==> src/rtl/tone_pkg.sv <==
// Shared widths, note table and FSM states for the tone player.
package tone_pkg;

   localparam int NOTE_BITS   = 4;
   localparam int OCTAVE_BITS = 2;
   localparam int LENGTH_BITS = 3;
   localparam int HP_BITS     = 20;

   typedef enum logic [1:0] {
      IDLE,
      PLAY,
      GAP,
      DONE
   } state_t;

   // Index 0 is the rest slot; 1..7 are mid-octave C..B half periods.
   localparam logic [HP_BITS-1:0] MID_HALF [8] = '{
      20'd0,
      20'd191110,
      20'd170265,
      20'd151685,
      20'd143172,
      20'd127551,
      20'd113636,
      20'd101239
   };

   function automatic logic is_tone(input logic [NOTE_BITS-1:0] n);
      return !n[3] && (n[2:0] != 3'd0);
   endfunction

   function automatic logic [HP_BITS-1:0] note_half_period(
      input logic [OCTAVE_BITS-1:0] oct,
      input logic [NOTE_BITS-1:0]   n
   );
      logic [HP_BITS-1:0] base;
      base = MID_HALF[n[2:0]];
      case (oct)
         2'd0:    return base << 1;
         2'd2:    return base >> 1;
         default: return base;
      endcase
   endfunction

endpackage

==> src/rtl/tone_divider.sv <==
// Square-wave generator: output starts low and toggles every half_period cycles.
module tone_divider
   import tone_pkg::*;
#(
   parameter int W = HP_BITS
) (
   input  logic         clk,
   input  logic         rst,
   input  logic         enable,
   input  logic [W-1:0] half_period,
   output logic         wave
);

   logic [W-1:0] cnt;

   always_ff @(posedge clk or posedge rst) begin
      if (rst) begin
         cnt  <= '0;
         wave <= 1'b0;
      end else if (!enable) begin
         cnt  <= '0;
         wave <= 1'b0;
      end else if (cnt == half_period - W'(1)) begin
         cnt  <= '0;
         wave <= ~wave;
      end else begin
         cnt <= cnt + W'(1);
      end
   end

endmodule

==> src/rtl/tone_player.sv <==
// Single-note player: latches a note on start, plays it for a coded length.
// Define TONE_GAP_EN to append a silent articulation gap after each note.
module tone_player
   import tone_pkg::*;
#(
   parameter int SIXTEENTH_CYCLES = 12_500_000,
   parameter int GAP_CYCLES       = 1_000_000
) (
   input  logic                   clk,
   input  logic                   rst,
   input  logic                   start,
   input  logic                   stop,
   input  logic [OCTAVE_BITS-1:0] octave,
   input  logic [NOTE_BITS-1:0]   note,
   input  logic [LENGTH_BITS-1:0] length,
   output logic                   busy,
   output logic                   done,
   output logic                   buzzer
);

   localparam int MAX_DUR = (16 * SIXTEENTH_CYCLES > GAP_CYCLES) ?
                            16 * SIXTEENTH_CYCLES : GAP_CYCLES;
   localparam int CNT_W   = $clog2(MAX_DUR + 1);
   localparam int DIV_W   = (CNT_W > HP_BITS) ? CNT_W : HP_BITS;

   state_t state, state_next;

   logic [OCTAVE_BITS-1:0] oct_q;
   logic [NOTE_BITS-1:0]   note_q;
   logic [LENGTH_BITS-1:0] len_q;
   logic [CNT_W-1:0]       dur;
   logic [CNT_W-1:0]       play_last;
   logic [2:0]             shift;
   logic                   tone_en;
   logic                   accept;

   // Length codes 5..7 clamp to a whole note.
   assign shift     = len_q[2] ? 3'd4 : len_q;
   assign play_last = (CNT_W'(SIXTEENTH_CYCLES) << shift) - CNT_W'(1);
   assign accept    = (state == IDLE) && start && !stop;

   always_ff @(posedge clk or posedge rst) begin
      if (rst) state <= IDLE;
      else     state <= state_next;
   end

   always_comb begin
      state_next = state;
      unique case (state)
         IDLE: begin
            if (accept) state_next = PLAY;
         end
         PLAY: begin
            if (stop) state_next = IDLE;
`ifdef TONE_GAP_EN
            else if (dur == play_last) state_next = GAP;
`else
            else if (dur == play_last) state_next = DONE;
`endif
         end
         GAP: begin
`ifdef TONE_GAP_EN
            if (stop) state_next = IDLE;
            else if (dur == CNT_W'(GAP_CYCLES) - CNT_W'(1))
               state_next = DONE;
`else
            state_next = IDLE;
`endif
         end
         DONE:    state_next = IDLE;
         default: state_next = IDLE;
      endcase
   end

   always_ff @(posedge clk or posedge rst) begin
      if (rst) begin
         oct_q  <= '0;
         note_q <= '0;
         len_q  <= '0;
      end else if (accept) begin
         oct_q  <= octave;
         note_q <= note;
         len_q  <= length;
      end
   end

   always_ff @(posedge clk or posedge rst) begin
      if (rst)                            dur <= '0;
      else if (state_next != state)       dur <= '0;
      else if (state == PLAY || state == GAP) dur <= dur + CNT_W'(1);
      else                                dur <= '0;
   end

   // Gating on the next state clears the buzzer on the edge that leaves PLAY.
   assign tone_en = (state == PLAY) && (state_next == PLAY) && is_tone(note_q);

   tone_divider #(.W(DIV_W)) u_div (
      .clk         (clk),
      .rst         (rst),
      .enable      (tone_en),
      .half_period (DIV_W'(note_half_period(oct_q, note_q))),
      .wave        (buzzer)
   );

   assign busy = (state != IDLE);
   assign done = (state == DONE);

endmodule
==> config.mk <==
export PLATFORM = sky130hd
export DESIGN_NAME = tone_player
export DESIGN_NICKNAME = d
export VERILOG_FILES = /design/src/rtl/tone_pkg.sv /design/src/rtl/tone_divider.sv /design/src/rtl/tone_player.sv
export SDC_FILE = /design/constraint.sdc
export NUM_CORES = 1
export LEC_CHECK = 0
export ABC_AREA = 1
export ABC_CLOCK_PERIOD_IN_PS = 5470
export CORE_MARGIN = 5
export CORE_UTILIZATION = 45
export CTS_BUF_LIST = sky130_fd_sc_hd__clkbuf_8
export DETAILED_ROUTE_END_ITERATION = 10
export SETUP_SLACK_MARGIN = 0.1
export SYNTH_ARGS = -nofsm -noshare
export SYNTH_HDL_FRONTEND = slang
export SYNTH_SLANG_ARGS = --single-unit
==> constraint.sdc <==
create_clock -name clk -period 5.47 [get_ports clk]
set_clock_uncertainty 0.2 [all_clocks]
set_input_delay 1.094 -clock clk [delete_from_list [all_inputs] [get_ports clk]]
set_output_delay 1.094 -clock clk [all_outputs]
set_load 0.005 [all_outputs]
## After elaboration in Yosys (flattened, before gate mapping)

Memories as Yosys holds them, arrays and structs flattened.
Cells that the tools add are included.
W data, S select, Z words.

| operators by class | value |
|---|---|
| $lt $le $gt $ge | 1 |
| shifts and indexed selects | 1 |
| eq/ne operators | 9 |
| $add $sub $neg | 4 |
| bitwise operators | 2 |
| muxes and demuxes | 14 |
| div/mod/pow operators | 0 |
| reduce and logical (&&, ||, !) cells | 13 |
| multipliers | 0 |

Operator list:

| operator | count |
|---|---|
| $mux W28 | 4 |
| $add A28 B1 Y28 const B | 2 |
| $eq A28 B28 Y1 | 2 |
| $mux W20 | 2 |
| $pmux W20 S2 | 1 |
| $shl A24 B3 Y28 const A | 1 |
| $sub A28 B2 Y28 const B | 1 |
| $sub A20 B1 Y21 const B | 1 |
| $eq A2 B2 Y1 const B | 3 |
| $mux W2 | 3 |
| $pmux W2 S3 | 1 |
| $logic_and A1 B1 Y1 | 5 |
| $eq A2 B1 Y1 const B | 2 |
| $ge A4 B4 Y1 const B | 1 |
| $logic_not A2 Y1 | 2 |
| $not A3 Y4 | 1 |
| $mux W3 | 1 |
| $reduce_bool A3 Y1 | 1 |
| $logic_not A1 Y1 | 2 |
| $mux W1 | 2 |
| $ne A2 B2 Y1 | 1 |
| $ne A2 B2 Y1 const B | 1 |
| $reduce_bool A2 Y1 | 1 |
| $reduce_or A2 Y1 | 1 |
| other kinds (2) | 2 |

| storage, ports and cells | value |
|---|---|
| memories | 1 |
| register bits | 68 |
| memory bits (read-only) | 160 |
| input port bits | 13 |
| latch bits | 0 |
| RAM bits | 0 |

Memories:

| memory | words | width | rd ports | clocked after memory_dff | wr ports | line | RTL |
|---|---|---|---|---|---|---|---|
| (no name shown) | 8 | 20 | 1 | 0 | 0 | tone_pkg.sv:37 | `base = MID_HALF[n[2:0]];` |

## Longest topological paths before layout

Gate-level depths: netlist of the first run.

| logic depth | value |
|---|---|
| depth after elaboration | 11 |
| mapped depth | 23 |
| mapped depth without buffers | 22 |

## Cells and area by module

Synthesis of the first run repeated with hierarchy kept, for this count alone.

| second synthesis, totals | value |
|---|---|
| cells, all modules | 871 |
| area total of the unflattened synthesis | 5819.3 um^2 |

Modules (own cells, without submodules):

| module | times used | cells an instance | sequential area each (um^2) | area an instance (um^2) |
|---|---|---|---|---|
| tone_player | 1 | 455 | 975.9 | 3061.7 |
| tone_divider | 1 | 416 | 725.7 | 2757.6 |

## Least setup slack after synthesis of the first run

Ideal clock, no wire load.

| timing path | value |
|---|---|
| path type | flip-flop to flip-flop |
| start | register note_q[1] |
| end | register u_div.cnt[23] |
| arrival | 2.570 ns |
| data required time | 5.144 ns |
| cell stages (with the launch flop) | 23 |
| slack | 2.574 ns |
| setup time | 0.126 ns |
| cell sequence | dfrtp_1 > inv_1 > ha_1 > inv_1 > nand2_1 > nand3_1 > nand2_1 > inv_1 > ha_1 > nand4_1 > nor2_4 > nand2_4 > nor2_4 > nand2_1 > nand2_1 > nand2_1 > nor2_2 > nand2_1 > nor2_1 > nand2_2 > nand2_4 > buf_6 > nor2_1 |

| on the way | value |
|---|---|
| cells in the longest elaborated chain, start to end | 9 |
| elaborated cells on any way between the ends | 12 |
| classes of those cells | add/sub: 1; eq/ne: 1; mux: 5; bitwise: 1; reduce/logical: 3; memory: 1 |

Ends and longest elaborated chain:

| item | line | RTL |
|---|---|---|
| from (decl) | tone_player.sv:29 | `logic [NOTE_BITS-1:0] note_q;` |
| from (signal assigned) | tone_player.sv:82 | `note_q <= note;` |
| $not A3 Y4 (implied by the code) | tone_pkg.sv:37 |  |
| $mem_v2 Z8 W20 | n/a |  |
| $mux W20 (implied by the code) (2 in a row) | tone_pkg.sv:37 |  |
| $pmux W20 S2 | tone_pkg.sv:38 | `case (oct)` |
| $sub A20 B1 Y21 | tone_divider.sv:23 | `end else if (cnt == half_period - W'(1)) begin` |
| $eq A28 B28 Y1 | tone_divider.sv:23 |  |
| $mux W28 | tone_divider.sv:23 |  |
| $mux W28 * | tone_divider.sv:20 | `end else if (!enable) begin` |
| to (signal assigned) | tone_divider.sv:27 | `cnt <= cnt + W'(1);` |
| to (decl) | tone_divider.sv:14 | `logic [W-1:0] cnt;` |

Mark *: on every way between the ends. The rest lies on a longest branch, timed or not. The select of a mux whose other input is x is not followed.
A chain may end at the register's enable or synchronous reset.

## Final worst setup path of the first run

| timing path | value |
|---|---|
| start | register oct_q[0] |
| end | register u_div.cnt[22] |

| on the way | value |
|---|---|
| cells in the longest elaborated chain, start to end | 6 |
| elaborated cells on any way between the ends | 7 |
| classes of those cells | add/sub: 1; eq/ne: 2; mux: 3; reduce/logical: 1 |

Ends and longest elaborated chain:

| item | line | RTL |
|---|---|---|
| from (decl) | tone_player.sv:28 | `logic [OCTAVE_BITS-1:0] oct_q;` |
| from (signal assigned) | tone_player.sv:81 | `oct_q <= octave;` |
| $eq A2 B2 Y1 / $logic_not A2 Y1 (equally long branches) | tone_pkg.sv:38 |  |
| $pmux W20 S2 * | tone_pkg.sv:38 |  |
| $sub A20 B1 Y21 * | tone_divider.sv:23 |  |
| $eq A28 B28 Y1 * | tone_divider.sv:23 |  |
| $mux W28 * | tone_divider.sv:23 |  |
| $mux W28 * | tone_divider.sv:20 |  |

Mark *: on every way between the ends. The rest lies on a longest branch, timed or not.

==> summary.txt, run 1 <==
slowest CP cell -> dfrtp_1
commonest non-fill, non-tap cell in the layout -> nand2_1
Root Driver -> clkbuf_8
HP Class -> flip-flop to flip-flop
GPL Wtd Cong -> 0.907
first-pass GRT wire length -> 23.7 mm
hpwl dp -> 10.5 mm
CP max stage delay -> 0.64 ns
Placeable Area -> 0.0115 mm^2
Yosys Warn Count -> 0
Worst Path Arrival -> 3.55 ns
worst path required time -> 5.51 ns
initial antenna violation count -> 0
CP Capture Type -> flip-flop
cell breakdown of the critical path -> nor2_4, nand3_1, nand3_2, ha_1, nand4_1, nor2_4, nand2_4, inv_1, nand3_1, nand2_1, nand2_1, nor2_1, nand2_1, nor2_1, nand2_2, nand2_4, nor2_1
CP endpoint -> u_div.cnt[22]$_DFF_PP0_
Non-Filler Cell Area, Final -> 0.00580 mm^2
DR vias -> 5209
die width -> 119 um
drt drc -> 0
status -> finished clean
Tcrit/Tclk final -> 0.642
CP Class -> flip-flop to flip-flop
routed wire length -> 13.6 mm
CTS H-tree lvls -> 3
max-slew violations -> 0
endpoints failing hold -> 0
Reg2Reg Setup Slack -> 1.96 ns
nets -> 875
Slew HR -> 0.392
startpoint types -> flip-flop
placed cell areas -> 0.00560 mm^2
fmax -> 285 MHz
synthesized area -> 0.00535 mm^2
port bufs -> 15
Max Cap Viol -> 0
crit-path max FO -> 28
Starting Density -> 0.465
Leak -> 2.74 nW
commonest non-fill, non-tap cells in the layout -> nand2_1, nor2_1, nand3_1
CTS clk-pin slew, worst paths -> 0.08 ns
Die H -> 119 um
post-CTS setup buffers -> 0
Pre-antenna DRT Iters -> 5
Cells after Synth -> 837
r2r startpoint -> oct_q[0]$_DFFE_PP0P_
CTS resizes -> 0
clk buf depth -> 2
Critical Path Start -> oct_q[0]$_DFFE_PP0P_
Setup TNS -> 0 ns
Iter 0 DRT Violations -> 342
number of clock sinks -> 68
Worst Max-Slew Pin Slew -> 0.908 ns
n_diodes -> 0
CTS Hold Buffers Added -> 0
cts bufs inserted -> 9
largest net degree at the start of global routing -> 43
die area -> 0.0142 mm^2
ANT nets after route -> 0
Final Non-Filler Cells -> 999
worst reg-to-reg path cell count -> 17
num rows -> 39
DP Cell Count -> 983
CTS tree -> yes
Yosys cell types -> 31
number of cells on the worst hold path -> 2
share of cells above drive strength 1 -> 0.0654
GR Overflow Total -> 0
Seq/Total Area, Yosys -> 0.318
Synth Net Count -> 861
number of vias per cell -> 5.21
Area Growth Syn to Fin -> 8.39%
clock latency on the worst-skew pair -> 0.36 ns
Avg Cell Area, Syn -> 6.39 um^2
Peak VDD IR -> 207 uV
Final min period -> 3.51 ns
RSZ-0062 raised after global routing -> no
RR Endpoint -> u_div.cnt[22]$_DFF_PP0_
All-Layer GR Usage -> 0.201
vias in the first global route -> 5249
Setup Viol. Count Final -> 0
Top-Level Pins -> 16
Routed wire per std cell -> 13.6 um
Yosys reg bits -> 68
Pwr per Cell Area -> 505 mW/mm^2
## report_power, final
| part | leakage [nW] | switching, mW | internal, mW | total (mW) |
|---|---|---|---|---|
| registers | 0.933 | 0.0781 | 0.547 | 0.625 |
| clock network | 0.0918 | 0.214 | 0.212 | 0.426 |
| logic | 1.71 | 1.32 | 0.563 | 1.88 |
| total | 2.74 | 1.61 | 1.32 | 2.93 |
## per-stage QoR
stage,power [mW],hold WS [ns],worst slack [ns],util
2_1_floorplan,2.12,0.243,2.46,-
3_3_place_gp,2.48,0.276,1.82,0.486
3_5_place_dp,2.50,0.269,1.68,0.486
4_1_cts,2.94,0.290,1.95,0.504
5_1_grt,3.27,0.315,1.54,0.504
6_report,2.93,0.283,1.96,0.504
## sequential cells by signal (all words and copies together) (netlist names)
name	cells
u_div.wave	1
dur	28
note_q	4
len_q	3
state	2
oct_q	2
u_div.cnt	28
## synthesized netlist by cell type
master,instances,share of area
o22ai_1,2,0.0023
nand3_1,111,0.10
inv_2,4,0.0028
o21bai_1,4,0.0056
nand2_2,7,0.0082
ha_1,11,0.026
nand2_4,2,0.0042
or2_2,6,0.0070
nand3_2,6,0.011
buf_6,4,0.0084
nor4_1,5,0.0058
o32ai_1,1,0.0016
nand4_1,18,0.021
nand2_1,245,0.17
o21ai_0,27,0.025
o21ai_1,2,0.0019
nor2_2,6,0.0070
clkbuf_1,5,0.0035
o211ai_1,4,0.0056
nor2_1,126,0.088
nor2_4,5,0.011
dfrtp_1,68,0.32
nor3_1,14,0.013
xnor2_1,5,0.0082
a21oi_1,4,0.0037
nor3b_1,1,0.0014
buf_4,2,0.0028
buf_2,3,0.0028
inv_1,108,0.076
nand3_4,1,0.0033
xor2_1,30,0.049
## metal layers
| layer | vias to the layer above | track usage | wire (um) |
|---|---|---|---|
| met1 | 2398 | 0.244 | 6130 |
| met4 | 0 | 0.0978 | 385 |
| met3 | 32 | 0.0313 | 425 |
| met2 | 102 | 0.348 | 6640 |
| li1 | 2677 | - | - |
| met5 | - | 0 | 0 |
## critical path: cells and delay by family (launching register included)
kind,cells,cell delay (ns)
flops,1,0.64
fa+ha+maj,1,0.20
simple gates,15,2.30
buf+inv,1,0.07
## final cells by class
| type | count | area [um^2] |
|---|---|---|
| clock buffer | 9 | 124 |
| clock inverter | 7 | 75.1 |
| fill | 1213 | 5720 |
| inverter | 112 | 420 |
| multi-input combinational | 643 | 3140 |
| sequential | 68 | 1700 |
| tap | 143 | 179 |
| timing repair buffer | 17 | 165 |
## how the worst min path moves through the flow
stage / startpoint / to
floorplan: note_q[3]$_DFFE_PP0P_ / note_q[3]$_DFFE_PP0P_
global placement: note_q[3]$_DFFE_PP0P_ / note_q[3]$_DFFE_PP0P_
detailed placement: note_q[3]$_DFFE_PP0P_ / note_q[3]$_DFFE_PP0P_
CTS: note_q[3]$_DFFE_PP0P_ / note_q[3]$_DFFE_PP0P_
global route: note_q[3]$_DFFE_PP0P_ / note_q[3]$_DFFE_PP0P_
finish: note_q[3]$_DFFE_PP0P_ / note_q[3]$_DFFE_PP0P_
## kinds of logic after synthesis
family	after synthesis	synth area share
AOI/OAI and AO/OA	44	0.0461
and+or+nand+nor	553	0.457
DFF	68	0.318
adders and majority gates	11	0.0257
buffers and inverters	126	0.0961
xor gates and xnor gates	35	0.0573
No activity file was read; power rests on OpenSTA's default activity.
==> run 2, diff against run 1 <==
--- a/config.mk
+++ b/config.mk
@@ -6,7 +6,7 @@
 export NUM_CORES = 1
 export LEC_CHECK = 0
 export ABC_AREA = 1
-export ABC_CLOCK_PERIOD_IN_PS = 5470
+export ABC_CLOCK_PERIOD_IN_PS = 3600
 export CORE_MARGIN = 5
 export CORE_UTILIZATION = 45
 export CTS_BUF_LIST = sky130_fd_sc_hd__clkbuf_8
==> constraint.sdc (replaced) <==
create_clock -name clk -period 3.6 [get_ports clk]
set_clock_uncertainty 0.2 [all_clocks]
set_input_delay 0.72 -clock clk [delete_from_list [all_inputs] [get_ports clk]]
set_output_delay 0.72 -clock clk [all_outputs]
set_load 0.005 [all_outputs]
==> run 2 against run 1 <==
Compared with the run above:
- maximum frequency grew 7.3%
- critical path depth increased by 2
- via count increased by 2.3%
- critical endpoint is now u_div.cnt[20]$_DFF_PP0_
==> summary.txt, run 2 (synthesis results as in run 1) <==
Root Driver -> clkbuf_8
Top-Level Pins -> 16
CTS tree -> yes
nets -> 884
Worst Path Arrival -> 3.31 ns
switching power -> 2.51 mW
Placeable Area -> 0.0115 mm^2
CP Class -> flip-flop to flip-flop
Switching Fraction -> 0.535
initial antenna violation count -> 0
number of vias per cell -> 5.30
hold path start -> note_q[3]$_DFFE_PP0P_
total power -> 4.70 mW
Area Growth Syn to Fin -> 10.7%
slowest CP cell -> dfrtp_1
endpoints failing hold -> 0
Setup Viol. Count Final -> 0
routed wire length -> 14.1 mm
P_int -> 2.18 mW
Slew HR -> 0.230
cts bufs inserted -> 9
drt drc -> 0
die width -> 119 um
r2r startpoint -> note_q[0]$_DFFE_PP0P_
Non-Filler Cell Area, Final -> 0.00592 mm^2
n_diodes -> 0
ANT nets after route -> 0
CTS H-tree lvls -> 3
Pwr per Cell Area -> 793 mW/mm^2
worst path required time -> 3.64 ns
Peak VDD IR -> 290 uV
Critical Path Start -> note_q[0]$_DFFE_PP0P_
Iter 0 DRT Violations -> 436
crit-path max FO -> 14
GR Overflow Total -> 0
Final min period -> 3.27 ns
delay-heaviest family, CP -> simple AND/OR/NAND/NOR gates
Comb power frac -> 0.660
Post-Place Worst Slack -> 0.252 ns
Leak -> 2.82 nW
Tcrit/Tclk final -> 0.909
Die H -> 119 um
fmax -> 305 MHz
commonest non-fill, non-tap cells in the layout -> nand2_1, nor2_1, nand3_1
Final Non-Filler Cells -> 1006
CP max stage delay -> 0.46 ns
cell breakdown of the critical path -> ha_1, inv_1, nand2_1, nand3_1, nand2_1, inv_1, ha_1, nand4_1, nor2_4, buf_4, nand3_1, nand3_1, nand3_1, nor2_1, inv_1, nor2_2, nand2_4, nand2_8, nor2_1
Max Cap Viol -> 0
clock latency on the worst-skew pair -> 0.35 ns
part of the power in the clock network -> 0.143
sequential power share -> 0.198
CTS Hold Buffers Added -> 0
max-slew violations -> 0
die area -> 0.0142 mm^2
clk buf depth -> 2
CTS clk-pin slew, worst paths -> 0.07 ns
cell mode on critical path -> nand3_1
port bufs -> 15
commonest non-fill, non-tap cell in the layout -> nand2_1
HP Class -> flip-flop to flip-flop
Routed wire per std cell -> 14.0 um
Worst Max-Slew Pin Slew -> 1.15 ns
Pre-antenna DRT Iters -> 4
CP bufs+invs -> 4
largest registers -> dur: 28 flops, u_div.cnt: 28 flops, note_q: 4 flops
CP Capture Type -> flip-flop
Setup TNS -> 0 ns
number of clock sinks -> 68
hpwl dp -> 10.8 mm
status -> finished clean
worst setup margin -> 0.326 ns
GPL Wtd Cong -> 0.911
All-Layer GR Usage -> 0.207
first-pass GRT wire length -> 24.2 mm
vias in the first global route -> 5187
DP Cell Count -> 986
placed cell areas -> 0.00564 mm^2
RSZ-0062 raised after global routing -> no
startpoint types -> flip-flop
share of cells above drive strength 1 -> 0.0753
largest net degree at the start of global routing -> 40
num rows -> 39
Starting Density -> 0.465
DR vias -> 5330
run 2: what timing repair did:
action,CTS,global route
setup buffers,0,4
resized for setup,0,9
setup endpoints to repair,0,28
run 2: worst paths after layout:
check / slack (ns) / cells after the start / to
worst max-delay path: 0.33 / 19 / u_div.cnt[20]$_DFF_PP0_
worst min-delay path: 0.28 / 2 / note_q[3]$_DFFE_PP0P_
worst max register to register: 0.33 / 19 / u_div.cnt[20]$_DFF_PP0_
worst min register to register: 0.28 / 2 / note_q[3]$_DFFE_PP0P_
max in group asynchronous: 1.99 / 3 / dur[21]$_DFF_PP0_
min in group asynchronous: 0.58 / 2 / u_div.cnt[17]$_DFF_PP0_
run 2: routing by layer:
layer	global-route usage	vias up	wire, um
met5	0	-	0
met2	0.348	142	6790
met1	0.260	2459	6120
met3	0.0251	38	568
met4	0.112	0	602
li1	-	2691	-
run 2: per-stage QoR:
step | hold slack [ns] | util
floorplan | 0.243 | -
global route | 0.299 | 0.514
global placement | 0.264 | 0.489
detailed placement | 0.265 | 0.489
CTS | 0.284 | 0.507
finish | 0.279 | 0.514
run 2: power groups by stage:
| stage | Sequential [mW] | Combinational, mW | Clock [mW] |
|---|---|---|---|
| CTS | 0.925 | 2.96 | 0.698 |
| global placement | 0.934 | 2.91 | 0 |
| detailed placement | 0.938 | 2.95 | 0 |
| finish | 0.928 | 3.10 | 0.670 |
| global route | 0.940 | 3.54 | 0.734 |
| floorplan | 0.899 | 2.32 | 0 |
run 2: worst min-delay path, delay by kind of cell (launching register included):
| kind | cells | cell delay [ns] |
|---|---|---|
| AND/OR/NAND/NOR | 2 | 0.10 |
| flip-flops | 1 | 0.35 |
run 2: cell type report:
class	instances	area (um^2)
repair buffers	24	230
inverters	112	420
clock inverters	4	67.6
fillers	1207	5590
well taps	143	179
flip-flops and latches	68	1700
multi-input cells	645	3190
clock buffers	10	138
==> run 3, diff against run 2 <==
--- a/config.mk
+++ b/config.mk
@@ -7,10 +7,14 @@
 export LEC_CHECK = 0
 export ABC_AREA = 1
 export ABC_CLOCK_PERIOD_IN_PS = 3600
+export CAP_MARGIN = 20
+export CELL_PAD_IN_SITES_DETAIL_PLACEMENT = 0
+export CELL_PAD_IN_SITES_GLOBAL_PLACEMENT = 1
 export CORE_MARGIN = 5
 export CORE_UTILIZATION = 45
 export CTS_BUF_LIST = sky130_fd_sc_hd__clkbuf_8
 export DETAILED_ROUTE_END_ITERATION = 10
+export PLACE_DENSITY_LB_ADDON = 0.1
 export SETUP_SLACK_MARGIN = 0.1
 export SYNTH_ARGS = -nofsm -noshare
 export SYNTH_HDL_FRONTEND = slang
==> run 3 against run 2 <==
Compared with the run above:
- clock-buffer cell count is 1 lower
- register-to-register slack better by 0.06 ns
- setup slack better by 0.065 ns
- highest routed layer unchanged
==> summary.txt, run 3 (synthesis results as in run 1) <==
CP Class -> flip-flop to flip-flop
number of vias per cell -> 5.26
Pwr per Cell Area -> 801 mW/mm^2
clk buf depth -> 2
Final Non-Filler Cells -> 1009
vias in the first global route -> 5200
largest registers -> dur: 28 flops, u_div.cnt: 28 flops, note_q: 4 flops
placed cell areas -> 0.00563 mm^2
commonest non-fill, non-tap cells in the layout -> nand2_1, nor2_1, nand3_1
CP max stage delay -> 0.40 ns
Slew HR -> 0.359
routed wire length -> 14.3 mm
Setup TNS -> 0 ns
area of the multi-input gates -> 0.00323 mm^2
WL met3 -> 363 um
Worst Path Arrival -> 3.24 ns
largest net degree at the start of global routing -> 35
CTS H-tree lvls -> 3
part of the power in the clock network -> 0.162
Iter 0 DRT Violations -> 257
Max Cap Viol -> 0
CTS tree -> yes
first-pass GRT wire length -> 24.2 mm
DP Cell Count -> 987
switching power -> 2.56 mW
wire length on met2 -> 7.18 mm
share of cells above drive strength 1 -> 0.0820
fillers -> 1187
delay-heaviest family, CP -> simple AND/OR/NAND/NOR gates
cts bufs inserted -> 9
Worst Max-Slew Pin Slew -> 0.960 ns
Peak VDD IR -> 233 uV
sequential power share -> 0.194
Post-Place Worst Slack -> 0.294 ns
slowest CP cell -> dfrtp_1
GR Overflow Total -> 0
Leak -> 2.83 nW
status -> finished clean
commonest non-fill, non-tap cell in the layout -> nand2_1
CP Capture Type -> flip-flop
Placeable Area -> 0.0115 mm^2
crit-path max FO -> 7
worst setup margin -> 0.390 ns
Non-Filler Cell Area, Final -> 0.00598 mm^2
GPL Wtd Cong -> 0.893
n_diodes -> 0
Switching Fraction -> 0.534
ANT nets after route -> 0
die area -> 0.0142 mm^2
DR vias -> 5310
highest metal used -> met4
worst path required time -> 3.63 ns
drt drc -> 0
HP Class -> flip-flop to flip-flop
CTS clk-pin slew, worst paths -> 0.07 ns
number of clock sinks -> 68
CTS Hold Buffers Added -> 0
hpwl dp -> 10.8 mm
Area Growth Syn to Fin -> 11.8%
Tcrit/Tclk final -> 0.892
port bufs -> 15
initial antenna violation count -> 0
endpoints failing hold -> 0
nets -> 885
clock latency on the worst-skew pair -> 0.36 ns
register area -> 0.00170 mm^2
Pre-antenna DRT Iters -> 5
Starting Density -> 0.465
die width -> 119 um
Die H -> 119 um
fmax -> 312 MHz
num rows -> 39
Root Driver -> clkbuf_8
Top-Level Pins -> 16
Final min period -> 3.21 ns
RSZ-0062 raised after global routing -> no
startpoint types -> flip-flop
P_int -> 2.23 mW
M1 wire length -> 6.46 mm
max-slew violations -> 0
cell breakdown of the critical path -> inv_2, ha_1, inv_1, nand2_1, nand3_1, nand2_1, inv_2, ha_1, nand4_1, nor2_4, buf_4, nand3_1, nand3_1, nand3_1, nor2_2, inv_1, nor2_2, nand2_4, nand2_8, nor2_1
Setup Viol. Count Final -> 0
Comb power frac -> 0.644
CP bufs+invs -> 5
final core area utilization -> 0.520
cell mode on critical path -> nand3_1
Routed wire per std cell -> 14.2 um
All-Layer GR Usage -> 0.207
-- run 3: cell count changes in the layout (fill, tap and decap cells not counted), sizes merged --
cell      before  now
clkinv         0    1
bufinv         2    3
clkinvlp       0    1
nand2        256  257
clkbuf        10    9
-- run 3: routing by layer --
| metal | up-vias | GRT usage |
|---|---|---|
| li1 | 2697 | - |
| met3 | 26 | 0.0327 |
| met5 | - | 0 |
| met1 | 2506 | 0.254 |
| met2 | 81 | 0.371 |
| met4 | 0 | 0.0695 |
-- run 3: worst paths after layout --
path / start / endpoint / slack (ns) / cells after the start
min in group asynchronous: rst / u_div.cnt[10]$_DFF_PP0_ / 0.59 / 2
worst min register to register: note_q[3]$_DFFE_PP0P_ / note_q[3]$_DFFE_PP0P_ / 0.29 / 2
worst max register to register: note_q[1]$_DFFE_PP0P_ / u_div.cnt[23]$_DFF_PP0_ / 0.39 / 20
worst min-delay path: note_q[3]$_DFFE_PP0P_ / note_q[3]$_DFFE_PP0P_ / 0.29 / 2
worst max-delay path: note_q[1]$_DFFE_PP0P_ / u_div.cnt[23]$_DFF_PP0_ / 0.39 / 20
max in group asynchronous: rst / dur[20]$_DFF_PP0_ / 1.85 / 3
-- run 3: worst min-delay path: cells and delay by family, from the launching register on --
| kind | cells | cell delay [ns] |
|---|---|---|
| simple gates | 2 | 0.11 |
| flops | 1 | 0.35 |
-- run 3: stage by stage --
stage | total power [mW] | hold WS (ns)
after floorplan | 3.22 | 0.243
after global placement | 3.84 | 0.272
after detailed placement | 3.87 | 0.277
after CTS | 4.67 | 0.295
after global routing | 5.28 | 0.312
final | 4.79 | 0.291
-- run 3: final cells by class --
type                       instances  area share
multi-input combinational        646       0.539
inverter                         112      0.0702
tap                              143      0.0299
clock inverter                     7      0.0192
clock buffer                       9      0.0207
sequential                        68       0.284
timing repair buffer              24      0.0364
-- run 3: power by group through the flow --
stage / Combinational (mW) / Sequential [mW] / Clock (mW)
after floorplan: 2.32 / 0.899 / 0
after detailed placement: 2.93 / 0.938 / 0
after global placement: 2.90 / 0.935 / 0
final: 3.09 / 0.927 / 0.778
after global routing: 3.50 / 0.940 / 0.836
after CTS: 2.94 / 0.924 / 0.801
-- run 3: repair_timing --
action                     CTS  global route
gates resized for setup      0            12
setup endpoints to repair    0            28
buffers inserted             0             3
